### config.mk
export PLATFORM = sky130hd
export DESIGN_NAME = spawn_request_scheduler
export DESIGN_NICKNAME = d
export VERILOG_FILES = /design/src/rtl/spawn_request_scheduler.sv
export SDC_FILE = /design/constraint.sdc
export NUM_CORES = 1
export LEC_CHECK = 0
export CAP_MARGIN = 20
export CORE_ASPECT_RATIO = 0.6
export CORE_MARGIN = 8
export CORE_UTILIZATION = 48
export CTS_BUF_LIST = sky130_fd_sc_hd__clkbuf_4 sky130_fd_sc_hd__clkbuf_8 sky130_fd_sc_hd__clkbuf_16
export DETAILED_ROUTE_END_ITERATION = 10
export PLACE_DENSITY = 0.8
export SLEW_MARGIN = 10
export SYNTH_ARGS = -nofsm -noshare
export SYNTH_HDL_FRONTEND = slang
export SYNTH_SLANG_ARGS = --single-unit
### constraint.sdc
create_clock -name clock -period 4.9 [get_ports clock]
set_input_delay 0.98 -clock clock [delete_from_list [all_inputs] [get_ports clock]]
set_output_delay 0.98 -clock clock [all_outputs]
set_load 0.01 [all_outputs]
### src/rtl/spawn_request_scheduler.sv
// spawn_request_scheduler: turns sampled random ticks into paced, one-at-a-time spawn requests.
// Optional cooldown ramp enabled by defining SPAWN_DIFFICULTY_RAMP_EN.
module spawn_request_scheduler #(
  parameter int SAMPLE_DELAY   = 2,
  parameter int MAX_PENDING    = 7,
  parameter int COOLDOWN_TICKS = 4,
  parameter int MIN_COOLDOWN   = 1,
  parameter int RAMP_INTERVAL  = 8
) (
  input  logic       clock,
  input  logic       reset_n,
  input  logic       gameTick,
  input  logic       randomTick1,
  input  logic       randomTick2,
  input  logic       clearSpawns,
  input  logic       spawnAck,
  output logic       spawnRequest,
  output logic       spawnLane,
  output logic [2:0] pendingCount1,
  output logic [2:0] pendingCount2,
  output logic       overflow
);
  typedef enum logic [1:0] {IDLE, REQUEST, COOLDOWN} state_t;
  localparam logic [2:0] MAXP = 3'(MAX_PENDING);
  localparam logic [7:0] CDT  = 8'(COOLDOWN_TICKS);

  if (SAMPLE_DELAY < 1 || RAMP_INTERVAL < 1 || MIN_COOLDOWN < 0) begin : g_bad_params
    $error("spawn_request_scheduler: illegal parameter values");
  end

  state_t                  state_q, state_d;
  logic [SAMPLE_DELAY-1:0] dly_q, dly_d;
  logic [1:0][2:0]         pend_q, pend_d;
  logic                    ovf_q, ovf_d;
  logic [7:0]              cd_q, cd_d, eff_cd;
  logic                    lane_q, lane_d, last_q, last_d;
  logic                    strobe, ack, sat;
  logic [1:0]              inc, dec, busy, full;

  assign strobe = dly_q[SAMPLE_DELAY-1];
  assign ack    = (state_q == REQUEST) && spawnAck;

  always_comb begin
    dly_d = (dly_q << 1) | SAMPLE_DELAY'(gameTick);
    inc   = {2{strobe}} & {randomTick2, randomTick1};
    dec   = {2{ack}} & {lane_q, ~lane_q};
    busy  = {pend_q[1] != 3'd0, pend_q[0] != 3'd0};
    full  = {pend_q[1] == MAXP, pend_q[0] == MAXP};
    for (int i = 0; i < 2; i++)
      pend_d[i] = (full[i] && inc[i] && !dec[i]) ? pend_q[i] : pend_q[i] - 3'(dec[i]) + 3'(inc[i]);
    // a simultaneous ack makes room, so only an unmatched increment at saturation is a drop
    sat   = |(full & inc & ~dec);
    ovf_d = ovf_q | sat;
    cd_d  = ack ? eff_cd : (gameTick && cd_q != 8'd0) ? cd_q - 8'd1 : cd_q;
  end

  always_comb begin
    state_d = state_q;
    lane_d  = lane_q;
    last_d  = last_q;
    case (state_q)
      IDLE:
        if (cd_q == 8'd0 && |busy) begin
          state_d = REQUEST;
          lane_d  = (busy == 2'b11) ? ~last_q : busy[1];
        end
      REQUEST:
        if (spawnAck) begin
          state_d = (eff_cd == 8'd0) ? IDLE : COOLDOWN;
          last_d  = lane_q;
        end
      COOLDOWN: state_d = (cd_q == 8'd0) ? IDLE : COOLDOWN;
      default:  state_d = IDLE;
    endcase
  end

  always_ff @(posedge clock or negedge reset_n)
    if (!reset_n) begin
      state_q <= IDLE;
      dly_q   <= '0;
      pend_q  <= '0;
      ovf_q   <= 1'b0;
      cd_q    <= 8'd0;
      lane_q  <= 1'b0;
      last_q  <= 1'b1;
    end else if (clearSpawns) begin
      state_q <= IDLE;
      dly_q   <= '0;
      pend_q  <= '0;
      ovf_q   <= 1'b0;
      cd_q    <= 8'd0;
      lane_q  <= 1'b0;
      last_q  <= 1'b1;
    end else begin
      state_q <= state_d;
      dly_q   <= dly_d;
      pend_q  <= pend_d;
      ovf_q   <= ovf_d;
      cd_q    <= cd_d;
      lane_q  <= lane_d;
      last_q  <= last_d;
    end

`ifdef SPAWN_DIFFICULTY_RAMP_EN
  logic [7:0]  eff_q, eff_d;
  logic [15:0] acks_q, acks_d;
  logic        wrap;
  always_comb begin
    wrap   = acks_q == 16'(RAMP_INTERVAL - 1);
    acks_d = ack ? (wrap ? 16'd0 : acks_q + 16'd1) : acks_q;
    eff_d  = (ack && wrap && eff_q > 8'(MIN_COOLDOWN)) ? eff_q - 8'd1 : eff_q;
  end
  always_ff @(posedge clock or negedge reset_n)
    if (!reset_n) begin
      eff_q  <= CDT;
      acks_q <= 16'd0;
    end else if (clearSpawns) begin
      eff_q  <= CDT;
      acks_q <= 16'd0;
    end else begin
      eff_q  <= eff_d;
      acks_q <= acks_d;
    end
  assign eff_cd = eff_q;
`else
  assign eff_cd = CDT;
`endif

  assign spawnRequest  = state_q == REQUEST;
  assign spawnLane     = lane_q;
  assign pendingCount1 = pend_q[0];
  assign pendingCount2 = pend_q[1];
  assign overflow      = ovf_q;
endmodule
==> results.json, run 1 <==
{
  "outcome": "finished, final reports clean",
  "dp_hpwl_um": 1706,
  "grt_pass1_vias": 889,
  "syn_inst": 114,
  "grt_remaining_overflow": 0,
  "crit_arrival_ns": 2.95,
  "max_slew_margin_pct": 38.92,
  "drive_above_1_share_pct": 8.397,
  "clock-sinks": 21,
  "slew_viol_final": 0,
  "numCtsBuffers": 3,
  "drt-initial-drc-count": 72,
  "grt_start_max_net_pins": 22,
  "tns_ns": 0,
  "tightest_slew_ns": 0.9133,
  "cts_tree": "built",
  "path_class": "primary input to flip-flop",
  "ff2ff_setup_slack_ns": 2.77,
  "grt_util_all_layers_pct": 11.76,
  "crit_required_ns": 5.02,
  "cts_setup_buffers": 0,
  "setup.worst_path.end": "pendingCount2[2]$_DFFE_PN0P_",
  "cp_max_fo": 5,
  "synth_seq_area_share_pct": 44.64,
  "multiInputGateArea_sq_um": 600.6,
  "cts_max_path_buffers": 2,
  "ant_nets": 0,
  "htree_num_levels": 1,
  "p_per_area_nw_per_um2": 463.6,
  "dr_total_vias": 864,
  "synth_fp_nets": 129,
  "clk_pin_slew_ns": 0.07,
  "cp-end-kind": "flip-flop",
  "fin_crit_ns": 2.831,
  "yosysUniqueCellTypes": 39,
  "die_w_um": 80.01,
  "ctsResizeCount": 0,
  "io-pin-count": 16,
  "synth_area_sq_um": 1180,
  "diodes": 0,
  "ys.warnings.count": 0,
  "ys_ff_latch": 21,
  "reg2reg_from": "state_q[1]$_DFFE_PN0P_",
  "cap_violations": 0,
  "drcViolationCount": 0,
  "register_area_sq_um": 526.8,
  "fillers": 204,
  "reg2regPathDepth": 9,
  "crit_path_start": "spawnAck",
  "peakVddDrop_v": 0.0002434,
  "cts_root_buffer": "clkbuf_8",
  "grt_pass1_wl_um": 4008,
  "r2r_end": "pendingCount2[2]$_DFFE_PN0P_",
  "die_h_um": 54.41,
  "dpl.cell_count": 159,
  "period_share_pct": 57.78,
  "initial_core_util_pct": 48.81,
  "synthToLayoutAreaGrowth_pct": 19.62,
  "place_congestion": 0.7811,
  "nets": 147,
  "routed_via_density": 5.301,
  "clock.fmax_ghz": 0.3532,
  "setup_viol": 0,
  "hold_viol_final": 0,
  "min_path_type": "flip-flop to flip-flop",
  "num_rows": 14,
  "worstSkewPairLatency_ns": 0.26,
  "layout.cells.non_filler": 163,
  "drtPass1Iterations": 4,
  "postRouteWirelength_um": 2189,
  "fin_util_pct": 58.39,
  "rsz0062_at_grt": "false",
  "synth.avg_cell_area_sq_um": 10.35,
  "hold_buffers": 0,
  "die_area_sq_um": 4353,
  "antenna_found_initial": 0,
  "worstSetupStartpointType": "primary input",
  "core_area_sq_um": 2417,
  "finClkSkew_ns": 0.007508,
  "p_leak_nw": 0.6121,
  "io_buffers": 15,
  "wl_per_cell_um": 13.43
}
## power breakdown
part / leakage [nW] / internal (mW) / switching (mW)
clock: 0.0262 / 0.0634 / 0.0546
sequential: 0.283 / 0.211 / 0.0497
combinational: 0.303 / 0.138 / 0.138
## Yosys cell counts
master / instances / area share [%]
nor3_2: 1 / 0.85
or3b_1: 1 / 0.74
nor2_1: 11 / 3.5
a21oi_1: 7 / 3.0
nor4_4: 1 / 1.8
nand3_1: 1 / 0.42
nor3b_2: 2 / 2.1
xor2_1: 2 / 1.5
nand2b_1: 1 / 0.53
ha_1: 6 / 6.4
a31oi_1: 1 / 0.53
nor2b_1: 4 / 2.1
or4_1: 1 / 0.64
or3_4: 1 / 0.95
a21boi_1: 1 / 0.64
or3_1: 1 / 0.53
inv_1: 12 / 3.8
nand4b_1: 1 / 0.74
a41o_1: 1 / 0.85
a211oi_1: 2 / 1.3
o21ai_1: 1 / 0.42
dfrtp_1: 20 / 42
or2_0: 1 / 0.53
and2_1: 1 / 0.53
or4b_1: 1 / 0.85
nand3b_1: 2 / 1.3
o31ai_1: 1 / 0.64
dfstp_2: 1 / 2.2
a21oi_2: 1 / 0.74
and4bb_1: 1 / 1.1
nand2_1: 4 / 1.3
a311oi_1: 1 / 0.74
clkbuf_1: 2 / 0.64
a211o_1: 1 / 0.74
o21ai_0: 3 / 1.3
nor3_1: 4 / 1.7
fa_1: 2 / 3.4
xnor2_1: 8 / 5.9
o2111ai_1: 1 / 0.74
## cell usage in the layout, fill, tap and decap left out, types with 3 or more instances in the layout
cell type	count
inv_1	12
nor2_1	11
xnor2_1	8
o21ai_0	3
clkbuf_8	3
a21oi_1	7
dfrtp_1	20
nand2_1	4
ha_1	6
clkdlybuf4s50_1	15
nor2b_1	4
nor3_1	4
## cell type report
cell class	count	share of cell area, %
sequential	21	37.32
timing repair buffer	15	10.64
inverter	12	3.191
clock buffer	4	3.457
multi-input combinational	79	42.55
tap	32	2.837
## routing by layer
layer	up-vias	track usage [%]	wire [um]
met4	0	4.192	36
met3	4	4.098	119
met5	-	0	0
li1	429	-	-
met2	20	18.42	889
met1	411	14.94	1143
## logic make-up after synthesis
logic type / Yosys count / share of synthesized area (%)
and+or+nand+nor: 40 / 22.16
AOI/OAI and AO/OA: 21 / 11.56
DFF: 21 / 44.65
buffers and inverters: 14 / 4.454
xor gates and xnor gates: 10 / 7.424
adders and majority gates: 8 / 9.756
## metrics by stage
stage | worst slack [ns] | cell area (sq um) | hold slack [ns] | power [mW]
final | 2.069 | 1411 | 0.4803 | 0.6543
after detailed placement | 1.784 | 1363 | 0.4643 | 0.5413
after floorplan | 2.454 | 1180 | 0.4385 | 0.4657
after global placement | 1.827 | 1363 | 0.4471 | 0.5289
after CTS | 2.050 | 1411 | 0.4846 | 0.6576
after global routing | 1.850 | 1411 | 0.5366 | 0.7104
## registers in the layout, indices dropped and copies added, names as in the netlist
register	count
cd_q	8
pendingCount1	3
dly_q	2
overflow	1
last_q	1
state_q	2
pendingCount2	3
spawnLane	1
## worst min path at each step
stage	start	to	slack [ns]	cells after the start
after floorplan	dly_q[0]$_DFF_PN0_	dly_q[1]$_DFF_PN0_	0.44	1
after global placement	dly_q[0]$_DFF_PN0_	dly_q[1]$_DFF_PN0_	0.45	1
after detailed placement	dly_q[0]$_DFF_PN0_	dly_q[1]$_DFF_PN0_	0.46	1
after CTS	dly_q[0]$_DFF_PN0_	dly_q[1]$_DFF_PN0_	0.48	1
after global routing	dly_q[0]$_DFF_PN0_	dly_q[1]$_DFF_PN0_	0.54	1
final	dly_q[0]$_DFF_PN0_	dly_q[1]$_DFF_PN0_	0.48	1
## critical path, stage by stage
cell and delay, ns:
clkdlybuf4s50_1 0.50, nand3b_1 0.17, nor2_1 0.21, ha_1 0.26, inv_1 0.06, ha_1 0.13
inv_1 0.04, fa_1 0.37, xnor2_1 0.15, o21ai_0 0.08
Power figures use the tool's default switching activity.
==> run 2: changes to the inputs <==
--- a/config.mk
+++ b/config.mk
@@ -11,7 +11,7 @@
 export CORE_UTILIZATION = 48
 export CTS_BUF_LIST = sky130_fd_sc_hd__clkbuf_4 sky130_fd_sc_hd__clkbuf_8 sky130_fd_sc_hd__clkbuf_16
 export DETAILED_ROUTE_END_ITERATION = 10
-export PLACE_DENSITY = 0.8
+export PLACE_DENSITY = 0.83
 export SLEW_MARGIN = 10
 export SYNTH_ARGS = -nofsm -noshare
 export SYNTH_HDL_FRONTEND = slang
==> constraint.sdc (replaced) <==
create_clock -name clock -period 2.6 [get_ports clock]
set_input_delay 0.52 -clock clock [delete_from_list [all_inputs] [get_ports clock]]
set_output_delay 0.52 -clock clock [all_outputs]
set_load 0.01 [all_outputs]
==> results.json, run 2 (synthesized netlist as in run 1, its figures left out) <==
{
  "outcome": "finished, final reports clean",
  "die_area_sq_um": 4353,
  "cts_setup_buffers": 0,
  "num_rows": 14,
  "regMostFlops": "cd_q",
  "tightest_slew_ns": 0.4168,
  "io-pin-count": 16,
  "hold_buffers": 0,
  "clock-sinks": 21,
  "cts_max_path_buffers": 2,
  "tns_ns": 0,
  "ctsResizeCount": 0,
  "diodes": 0,
  "core_area_sq_um": 2417,
  "dp_hpwl_um": 1853,
  "fin_util_pct": 59.21,
  "die_w_um": 80.01,
  "worstSkewPairLatency_ns": 0.27,
  "cts_tree": "built",
  "rsz0062_at_grt": "false",
  "crit_required_ns": 2.73,
  "max_slew_margin_pct": 72.09,
  "ant_nets": 0,
  "htree_num_levels": 1,
  "postRouteWirelength_um": 2374,
  "p_per_area_nw_per_um2": 871.9,
  "numCtsBuffers": 3,
  "dr_total_vias": 871,
  "drcViolationCount": 0,
  "grt_util_all_layers_pct": 12.78,
  "clk_pin_slew_ns": 0.07,
  "fin_crit_ns": 2.285,
  "layout_commonest_cell": "dfrtp_1",
  "hold_viol_final": 0,
  "worstSetupStartpointType": "primary input",
  "min_path_type": "flip-flop to flip-flop",
  "cp-end-kind": "flip-flop",
  "wl_per_cell_um": 14.30,
  "setup_viol": 0,
  "peakVddDrop_v": 0.0003050,
  "cap_violations": 0,
  "ff2ff_setup_slack_ns": 0.55,
  "drt-initial-drc-count": 56,
  "synthToLayoutAreaGrowth_pct": 21.31,
  "cts_root_buffer": "clkbuf_8",
  "p_leak_nw": 0.6252,
  "largest_register_ffs": 8,
  "period_share_pct": 87.90,
  "finClkSkew_ns": 0.007411,
  "place_congestion": 0.8223,
  "antenna_found_initial": 0,
  "slew_viol_final": 0,
  "die_h_um": 54.41,
  "drive_above_1_share_pct": 10.45,
  "grt_start_max_net_pins": 22,
  "drtPass1Iterations": 4,
  "grt_remaining_overflow": 0,
  "io_buffers": 15,
  "crit_path_start": "spawnAck",
  "path_class": "primary input to flip-flop",
  "grt_pass1_wl_um": 4298,
  "grt_pass1_vias": 901,
  "nets": 150,
  "crit_arrival_ns": 2.42,
  "routed_via_density": 5.247,
  "layout_common_cells": "20 x dfrtp_1, 15 x clkdlybuf4s50_1, 12 x inv_1",
  "initial_core_util_pct": 48.81,
  "cp_max_fo": 3,
  "reg2reg_from": "state_q[1]$_DFFE_PN0P_",
  "clock.fmax_ghz": 0.4376,
  "hold_start": "dly_q[0]$_DFF_PN0_"
}
-- run 2: changes by cell type in the layout (fill, tap and decap cells not counted), sizes merged --
cell	previous run	this run
clkbuf	4	3
clkinv	0	1
buf	0	3
-- run 2: final timing paths --
path / to / cells past startpoint
setup / recovery: pendingCount2[2]$_DFFE_PN0P_ / 10
hold / removal: dly_q[1]$_DFF_PN0_ / 1
setup reg to reg: pendingCount2[2]$_DFFE_PN0P_ / 9
hold reg to reg: dly_q[1]$_DFF_PN0_ / 1
max in group asynchronous: last_q$_DFFE_PN1P_ / 2
min in group asynchronous: state_q[0]$_DFFE_PN0P_ / 2
-- run 2: stage by stage --
| step | hold slack (ns) | power [mW] | area [sq um] | worst slack (ns) | cells |
|---|---|---|---|---|---|
| after global placement | 0.4501 | 1.005 | 1385 | 0.08502 | 162 |
| after floorplan | 0.2244 | 0.8776 | 1180 | 0.6137 | 114 |
| after detailed placement | 0.4785 | 1.033 | 1385 | 0.03548 | 162 |
| final | 0.4953 | 1.248 | 1431 | 0.3146 | 166 |
| after CTS | 0.4948 | 1.256 | 1431 | 0.3055 | 166 |
| after global routing | 0.5518 | 1.351 | 1431 | 0.1672 | 166 |
-- run 2: cell type report --
| cell class | instances | area [sq um] |
|---|---|---|
| inverter | 12 | 45.04 |
| timing repair buffer | 18 | 172.7 |
| fill | 202 | 985.9 |
| multi-input combinational | 79 | 600.6 |
| clock buffer | 3 | 41.29 |
| clock inverter | 1 | 5.005 |
| tap | 32 | 40.04 |
| sequential | 21 | 526.8 |
-- run 2: power by group --
| group | total [mW] | internal [mW] | switching, mW |
|---|---|---|---|
| clock network | 0.215 | 0.107 | 0.108 |
| logic | 0.537 | 0.266 | 0.271 |
| registers | 0.495 | 0.397 | 0.0983 |
-- run 2: worst max-delay path, stage by stage --
cell             delay [ns]
clkdlybuf4s50_1        0.50
nand3b_1               0.11
nor2_1                 0.19
ha_1                   0.26
inv_1                  0.06
ha_1                   0.13
inv_1                  0.04
fa_1                   0.37
xnor2_1                0.15
o21ai_0                0.09
-- run 2: layer usage --
metal | global-route usage [%] | part of all wire (%) | up-vias
met3 | 3.279 | 5.3 | 2
met5 | 0 | 0 | -
li1 | - | - | 432
met1 | 16.28 | 46 | 421
met2 | 21.36 | 47 | 16
met4 | 3.593 | 0.80 | 0
